$ cat config.mk
export PLATFORM = sky130hd
export DESIGN_NAME = pulse_monitor_flat
export DESIGN_NICKNAME = d
export VERILOG_FILES = /design/src/rtl/pulse_mon_pkg.sv /design/src/rtl/pulse_monitor_if.sv /design/src/rtl/pulse_edge_detect.sv /design/src/rtl/pulse_monitor.sv /design/src/flat_wrapper.sv
export SDC_FILE = /design/constraint.sdc
export NUM_CORES = 1
export LEC_CHECK = 0
export CAP_MARGIN = 25
export CELL_PAD_IN_SITES_DETAIL_PLACEMENT = 1
export CELL_PAD_IN_SITES_GLOBAL_PLACEMENT = 2
export CORE_MARGIN = 2
export CORE_UTILIZATION = 30
export DETAILED_ROUTE_END_ITERATION = 8
export MAX_ROUTING_LAYER = met4
export PLACE_DENSITY = 0.66
export SYNTH_ARGS = -nofsm -noshare
export SYNTH_HDL_FRONTEND = slang
export SYNTH_SLANG_ARGS = --single-unit
$ cat constraint.sdc
create_clock -name clock -period 6.4 [get_ports clock]
set_clock_uncertainty 0.05 [all_clocks]
set_input_delay 0.64 -clock clock [delete_from_list [all_inputs] [get_ports clock]]
set_output_delay 0.64 -clock clock [all_outputs]
set_load 0.02 [all_outputs]
$ cat src/rtl/pulse_mon_pkg.sv
`default_nettype none
// ============================================================================
// Module      : pulse_mon_pkg
// Description : Shared types and constants for the pulse monitor: FSM state
//               encoding, statistics counter widths and saturating
//               increment helpers.
// Revision    : 1.0 - initial release
// ============================================================================
package pulse_mon_pkg;

    // 2'd3 is left unused; the monitor FSM recovers from it to IDLE.
    typedef enum logic [1:0] {
        IDLE    = 2'd0,
        ACQUIRE = 2'd1,
        LOCKED  = 2'd2
    } state_t;

    localparam int PULSE_CNT_W = 16;
    localparam int ERR_CNT_W   = 8;

    // Increment that sticks at all-ones instead of wrapping.
    function automatic logic [PULSE_CNT_W-1:0] sat_inc_pulse(
        input logic [PULSE_CNT_W-1:0] v
    );
        return (&v) ? v : v + PULSE_CNT_W'(1);
    endfunction

    function automatic logic [ERR_CNT_W-1:0] sat_inc_err(
        input logic [ERR_CNT_W-1:0] v
    );
        return (&v) ? v : v + ERR_CNT_W'(1);
    endfunction

endpackage
`default_nettype wire

$ cat src/rtl/pulse_monitor_if.sv
`default_nettype none
// ============================================================================
// Module      : pulse_monitor_if
// Description : Strobe input and status outputs of the pulse monitor.
//               master = monitor side, slave = strobe source / observer.
//               Optional statistics ports exist only when
//               PULSE_MON_STATS_EN is defined.
// Revision    : 1.0 - initial release
// ============================================================================
interface pulse_monitor_if #(
    parameter int CNT_W = 8
) ();

    logic             signal;
    logic             locked;
    logic [CNT_W-1:0] interval;
    logic             interval_valid;
    logic             early;
    logic             missing;

`ifdef PULSE_MON_STATS_EN
    logic [pulse_mon_pkg::PULSE_CNT_W-1:0] pulse_count;
    logic [pulse_mon_pkg::ERR_CNT_W-1:0]   err_count;

    modport master (
        input  signal,
        output locked, interval, interval_valid, early, missing,
        output pulse_count, err_count
    );

    modport slave (
        output signal,
        input  locked, interval, interval_valid, early, missing,
        input  pulse_count, err_count
    );
`else
    modport master (
        input  signal,
        output locked, interval, interval_valid, early, missing
    );

    modport slave (
        output signal,
        input  locked, interval, interval_valid, early, missing
    );
`endif

endinterface
`default_nettype wire

$ cat src/rtl/pulse_edge_detect.sv
`default_nettype none
// ============================================================================
// Module      : pulse_edge_detect
// Description : Rising-edge detector for a synchronous strobe. A level held
//               high for many cycles yields a single one-cycle edge pulse.
//               Reusable by any strobe consumer.
// Revision    : 1.0 - initial release
// ============================================================================
module pulse_edge_detect (
    input  logic clock,
    input  logic reset_n,
    input  logic i_signal,
    output logic o_edge
);

    logic r_prev;

    // Remember the strobe level from the previous cycle.
    always_ff @(posedge clock or negedge reset_n) begin
        if (!reset_n) begin
            r_prev <= 1'b0;
        end else begin
            r_prev <= i_signal;
        end
    end

    assign o_edge = i_signal & ~r_prev;

endmodule
`default_nettype wire

$ cat src/rtl/pulse_monitor.sv
`default_nettype none
// ============================================================================
// Module      : pulse_monitor
// Description : Receive-side checker for a periodic one-cycle strobe.
//               Measures edge-to-edge intervals, locks after LOCK_COUNT
//               consecutive on-period intervals, then flags early and
//               missing pulses.
//               Optional feature macro: PULSE_MON_STATS_EN adds saturating
//               pulse_count / err_count statistics.
// Revision    : 1.0 - initial release
// ============================================================================
module pulse_monitor
    import pulse_mon_pkg::*;
#(
    parameter int PERIOD     = 3,
    parameter int CNT_W      = 8,
    parameter int LOCK_COUNT = 2
) (
    input  logic            clock,
    input  logic            reset_n,
    pulse_monitor_if.master bus
);

    // match_cnt must be able to hold LOCK_COUNT itself.
    localparam int MATCH_W = (LOCK_COUNT < 2) ? 1 : $clog2(LOCK_COUNT + 1);

    localparam logic [CNT_W-1:0]   c_GAP_MAX     = {CNT_W{1'b1}};
    localparam logic [CNT_W-1:0]   c_PERIOD      = CNT_W'(PERIOD);
    localparam logic [CNT_W-1:0]   c_EXPECT_GAP  = CNT_W'(PERIOD - 1);
    localparam logic [MATCH_W-1:0] c_LOCK_TARGET = MATCH_W'(LOCK_COUNT);

    logic               w_edge;
    logic [CNT_W-1:0]   w_measured;
    logic               w_on_period;
    logic [MATCH_W-1:0] w_match_next;
    logic               w_early_evt;
    logic               w_missing_evt;

    state_t             r_state;
    logic [CNT_W-1:0]   r_gap;
    logic [MATCH_W-1:0] r_match_cnt;
    logic [CNT_W-1:0]   r_interval;
    logic               r_locked;
    logic               r_valid;
    logic               r_early;
    logic               r_missing;

    pulse_edge_detect u_edge (
        .clock    (clock),
        .reset_n  (reset_n),
        .i_signal (bus.signal),
        .o_edge   (w_edge)
    );

    // Interval of the edge arriving this cycle, including the edge cycle.
    assign w_measured   = (r_gap == c_GAP_MAX) ? c_GAP_MAX : r_gap + CNT_W'(1);
    assign w_on_period  = (w_measured == c_PERIOD);
    assign w_match_next = r_match_cnt + MATCH_W'(1);

    // Early and missing are exclusive: one needs an edge, the other none.
    assign w_early_evt   = (r_state == LOCKED) & w_edge & (w_measured < c_PERIOD);
    assign w_missing_evt = (r_state == LOCKED) & ~w_edge & (r_gap == c_EXPECT_GAP);

    // Cycles since the last edge, cleared on an edge, saturating.
    always_ff @(posedge clock or negedge reset_n) begin
        if (!reset_n) begin
            r_gap <= '0;
        end else if (w_edge) begin
            r_gap <= '0;
        end else if (r_gap != c_GAP_MAX) begin
            r_gap <= r_gap + CNT_W'(1);
        end
    end

    // Lock FSM with registered status outputs.
    always_ff @(posedge clock or negedge reset_n) begin
        if (!reset_n) begin
            r_state     <= IDLE;
            r_match_cnt <= '0;
            r_interval  <= '0;
            r_locked    <= 1'b0;
            r_valid     <= 1'b0;
            r_early     <= 1'b0;
            r_missing   <= 1'b0;
        end else begin
            r_valid   <= 1'b0;
            r_early   <= 1'b0;
            r_missing <= 1'b0;
            case (r_state)
                IDLE: begin
                    // First edge only starts the measurement; no interval yet.
                    if (w_edge) begin
                        r_state     <= ACQUIRE;
                        r_match_cnt <= '0;
                    end
                end

                ACQUIRE: begin
                    if (w_edge) begin
                        r_interval <= w_measured;
                        r_valid    <= 1'b1;
                        if (w_on_period) begin
                            if (w_match_next == c_LOCK_TARGET) begin
                                r_state     <= LOCKED;
                                r_locked    <= 1'b1;
                                r_match_cnt <= '0;
                            end else begin
                                r_match_cnt <= w_match_next;
                            end
                        end else begin
                            r_match_cnt <= '0;
                        end
                    end
                end

                LOCKED: begin
                    if (w_edge) begin
                        r_interval <= w_measured;
                        r_valid    <= 1'b1;
                    end
                    if (w_early_evt) begin
                        r_early     <= 1'b1;
                        r_state     <= ACQUIRE;
                        r_locked    <= 1'b0;
                        r_match_cnt <= '0;
                    end else if (w_missing_evt) begin
                        r_missing   <= 1'b1;
                        r_state     <= ACQUIRE;
                        r_locked    <= 1'b0;
                        r_match_cnt <= '0;
                    end
                end

                default: begin
                    r_state     <= IDLE;
                    r_locked    <= 1'b0;
                    r_match_cnt <= '0;
                end
            endcase
        end
    end

    assign bus.locked         = r_locked;
    assign bus.interval       = r_interval;
    assign bus.interval_valid = r_valid;
    assign bus.early          = r_early;
    assign bus.missing        = r_missing;

`ifdef PULSE_MON_STATS_EN
    logic [PULSE_CNT_W-1:0] r_pulse_count;
    logic [ERR_CNT_W-1:0]   r_err_count;

    // Saturating edge and error event counters.
    always_ff @(posedge clock or negedge reset_n) begin
        if (!reset_n) begin
            r_pulse_count <= '0;
            r_err_count   <= '0;
        end else begin
            if (w_edge) begin
                r_pulse_count <= sat_inc_pulse(r_pulse_count);
            end
            if (w_early_evt || w_missing_evt) begin
                r_err_count <= sat_inc_err(r_err_count);
            end
        end
    end

    assign bus.pulse_count = r_pulse_count;
    assign bus.err_count   = r_err_count;
`else
    // Statistics counters are not built in this configuration.
`endif

endmodule
`default_nettype wire
$ cat src/flat_wrapper.sv
// flat-port wrapper written by rule: the top's interface ports become plain ports
module pulse_monitor_flat import pulse_mon_pkg::*;
#(
    parameter int PERIOD     = 3,
    parameter int CNT_W      = 8,
    parameter int LOCK_COUNT = 2
)
  (clock, reset_n, bus_signal, bus_locked, bus_interval, bus_interval_valid, bus_early, bus_missing);
  pulse_monitor_if #(.CNT_W(CNT_W)) bus_i ();
  input  logic clock;
  input  logic reset_n;
  input wire logic [$bits(bus_i.signal)-1:0] bus_signal;
  output wire logic [$bits(bus_i.locked)-1:0] bus_locked;
  output wire logic [$bits(bus_i.interval)-1:0] bus_interval;
  output wire logic [$bits(bus_i.interval_valid)-1:0] bus_interval_valid;
  output wire logic [$bits(bus_i.early)-1:0] bus_early;
  output wire logic [$bits(bus_i.missing)-1:0] bus_missing;
  assign bus_i.signal = bus_signal;
  assign bus_locked = bus_i.locked;
  assign bus_interval = bus_i.interval;
  assign bus_interval_valid = bus_i.interval_valid;
  assign bus_early = bus_i.early;
  assign bus_missing = bus_i.missing;
  pulse_monitor #(.PERIOD(PERIOD), .CNT_W(CNT_W), .LOCK_COUNT(LOCK_COUNT)) u_core (.clock(clock), .reset_n(reset_n), .bus(bus_i));
endmodule
==> flow_summary.ini <==
[timing]
setup_violations = 0
setup-tns-final_ns = 0
fin_hold_ws_ns = 0.4399
fin_crit_ns = 2.699
fmax_ghz = 0.3705
period_share_pct = 42.17
worstMarginPinSlew_ns = 0.4759
drv_slew = 0
hold_violations = 0
rsz0062_at_grt = no
relSlewSlack_pct = 68.28

[clocking]
postCtsResizedCells = 0
cts_max_level = 1
worstSkewPairLatency_ns = 0.28
numCtsBuffers = 3
cts_root_buf = clkbuf_8
post_cts_buffers = 0
clockBufferDepth = 2
cts_tree = done
cts_sinks = 25
clk_pin_slew_ns = 0.10
holdBufCountCts = 0

[yosys]
synth_warnings = 0
synthArstFlopShare_pct = 100.0
syn_inst = 132
synth_top_area_share_pct = 47.53
syn_nets = 141
synth_edf_count = 0
synthTopCellsByCount = dfrtp_1 (25), nor2_1 (18), nand2_1 (14), o21ai_0 (10)
ys.flop_type = dfrtp_1
syn_area_per_cell_um2 = 9.972
synth_seq_cells = 25
ys_types = 40
synth_area_leader_cell = dfrtp_1
yosysMostFrequentCell = dfrtp_1
yosysSeqAreaShare_pct = 47.53
syn-cell-area_mm2 = 0.001316
synth_area_leaders = dfrtp_1 (48%), ha_1 (5.7%), nor2_1 (5.1%)

[drt]
ant_nets = 0
drtPass1Iterations = 4
wl_per_cell_um = 15.82
via_count = 1041
first_iter_violations = 76
routed_via_density = 5.258
finalWirelength_um = 3132
post-route-drc-count = 0

[worst_setup_path]
cp_slowest_cell = dfrtp_1
cpPeakStageDelay_ns = 0.49
path_cells = ha_1, and2_1, or3b_4, a221oi_4, a31oi_4, mux2_4
r2r_start = u_core.r_gap[0]
startpoint = u_core.r_gap[0]
start_kind = register
cp.arrival_ns = 2.82
worst-path-max-fanout = 8
cp-end-kind = register
cp.buffers_inverters = 0
worst-setup-path-type = reg -> reg
crit_required_ns = 6.52
cp_top_family = simple AND/OR/NAND/NOR gates

[grt]
grt_max_degree = 26
grt_overflow = 0
grt_pass1_vias = 1033
grt_pass1_wl_um = 5271
antenna_found_initial = 0
grt_usage_pct = 13.85

[die]
ioPinCount = 15
start_util_pct = 30.65
die_h_um = 70.24
die_width_um = 70.24
floorplan.die_area_mm2 = 0.004934
placementRows = 24
fp.coreArea_mm2 = 0.004294

[layout]
drive_above_1_share_pct = 10.27
n_antenna_cell = 0
nets = 156
fin_util_pct = 36.10
area_growth_pct = 17.78
multi_input_area_um2 = 640.6
layout.cells.non_filler = 198
fillers = 492
register_area_um2 = 625.6

[min_path]
holdCritStartpoint = u_core.bus.interval[4]
holdCritPathClass = reg -> reg

[pwr]
powerDensity_mw_per_mm2 = 350.0
ir_worst_vdd_uv = 125.8
total_power_uw = 542.6
p_leak_nw = 0.6819

[place]
dp.final_hpwl_um = 2284
placed_cells = 194
io_buffer_count = 14
place_congestion = 0.8453

[run_status]
outcome = completed

[job]
cap_violations = 0
cells by family after synthesis:
group                      count (synthesis)  synth area share (%)
AOI/OAI and AO/OA                         30                 17.87
buffers and inverters                     11                 3.802
and+or+nand+nor                           54                 20.34
xor gates and xnor gates                   2                 1.331
adders and majority gates                  6                 5.703
muxes                                      4                 3.422
DFF                                       25                 47.53
layout by cell type, fill, tap and decap left out, types with 4 or more instances in the layout:
| cell type | count |
|---|---|
| nand2_1 | 14 |
| nor2_1 | 18 |
| clkdlybuf4s50_1 | 14 |
| inv_1 | 6 |
| dfrtp_1 | 25 |
| nand3_1 | 4 |
| o21ai_0 | 10 |
| ha_1 | 6 |
report_power, final:
part / switching [mW] / internal (mW)
registers: 0.0323 / 0.189
clock network: 0.0567 / 0.0443
logic: 0.125 / 0.0953
total: 0.214 / 0.329
stage by stage:
stage	area, um2	setup slack [ns]
after floorplan	1316	4.136
after global placement	1501	3.758
after detailed placement	1501	3.701
after CTS	1550	3.671
after global routing	1550	3.506
final	1550	3.701
routing by layer:
metal  up-vias  GRT usage [%]  wire length (um)
met3         5          1.876                75
met1       521          19.78              1598
li1        498              -                 -
met2        17          20.34              1412
met5         -              -                 0
met4         0          4.487                46
flip-flops by register name, summed over array words and instances (netlist names):
name,count
u_core.bus.missing,1
u_core.u_edge.r_prev,1
u_core.bus.locked,1
u_core.bus.early,1
u_core.r_state,2
u_core.r_match_cnt,2
u_core.r_gap,8
u_core.bus.interval,8
u_core.bus.interval_valid,1
layout make-up:
type                            count  area share [%]
Clock buffer                        3           2.663
Tap cell                           52           4.197
Inverter                            6           1.453
Multi-Input combinational cell     96           41.32
Timing Repair Buffer               15           9.524
Clock inverter                      1          0.4843
Sequential cell                    25           40.36
worst register-to-register path, stage by stage (launching register included):
cell and delay (ns):
dfrtp_1 0.49, ha_1 0.36, and2_1 0.30, or3b_4 0.43, a221oi_4 0.45, a31oi_4 0.19, mux2_4 0.33
path summary, 6_finish.rpt:
check                                               to  slack (ns)  cells after the start
worst max-delay path             u_core.r_match_cnt[0]        3.70                      6
max in group asynchronous           u_core.bus.missing        5.38                      2
worst min-delay path            u_core.bus.interval[4]        0.44                      2
min in group asynchronous       u_core.bus.interval[6]        0.67                      2
worst max register to register   u_core.r_match_cnt[0]        3.70                      6
worst min register to register  u_core.bus.interval[4]        0.44                      2
No activity file was read; power rests on OpenSTA's default activity.
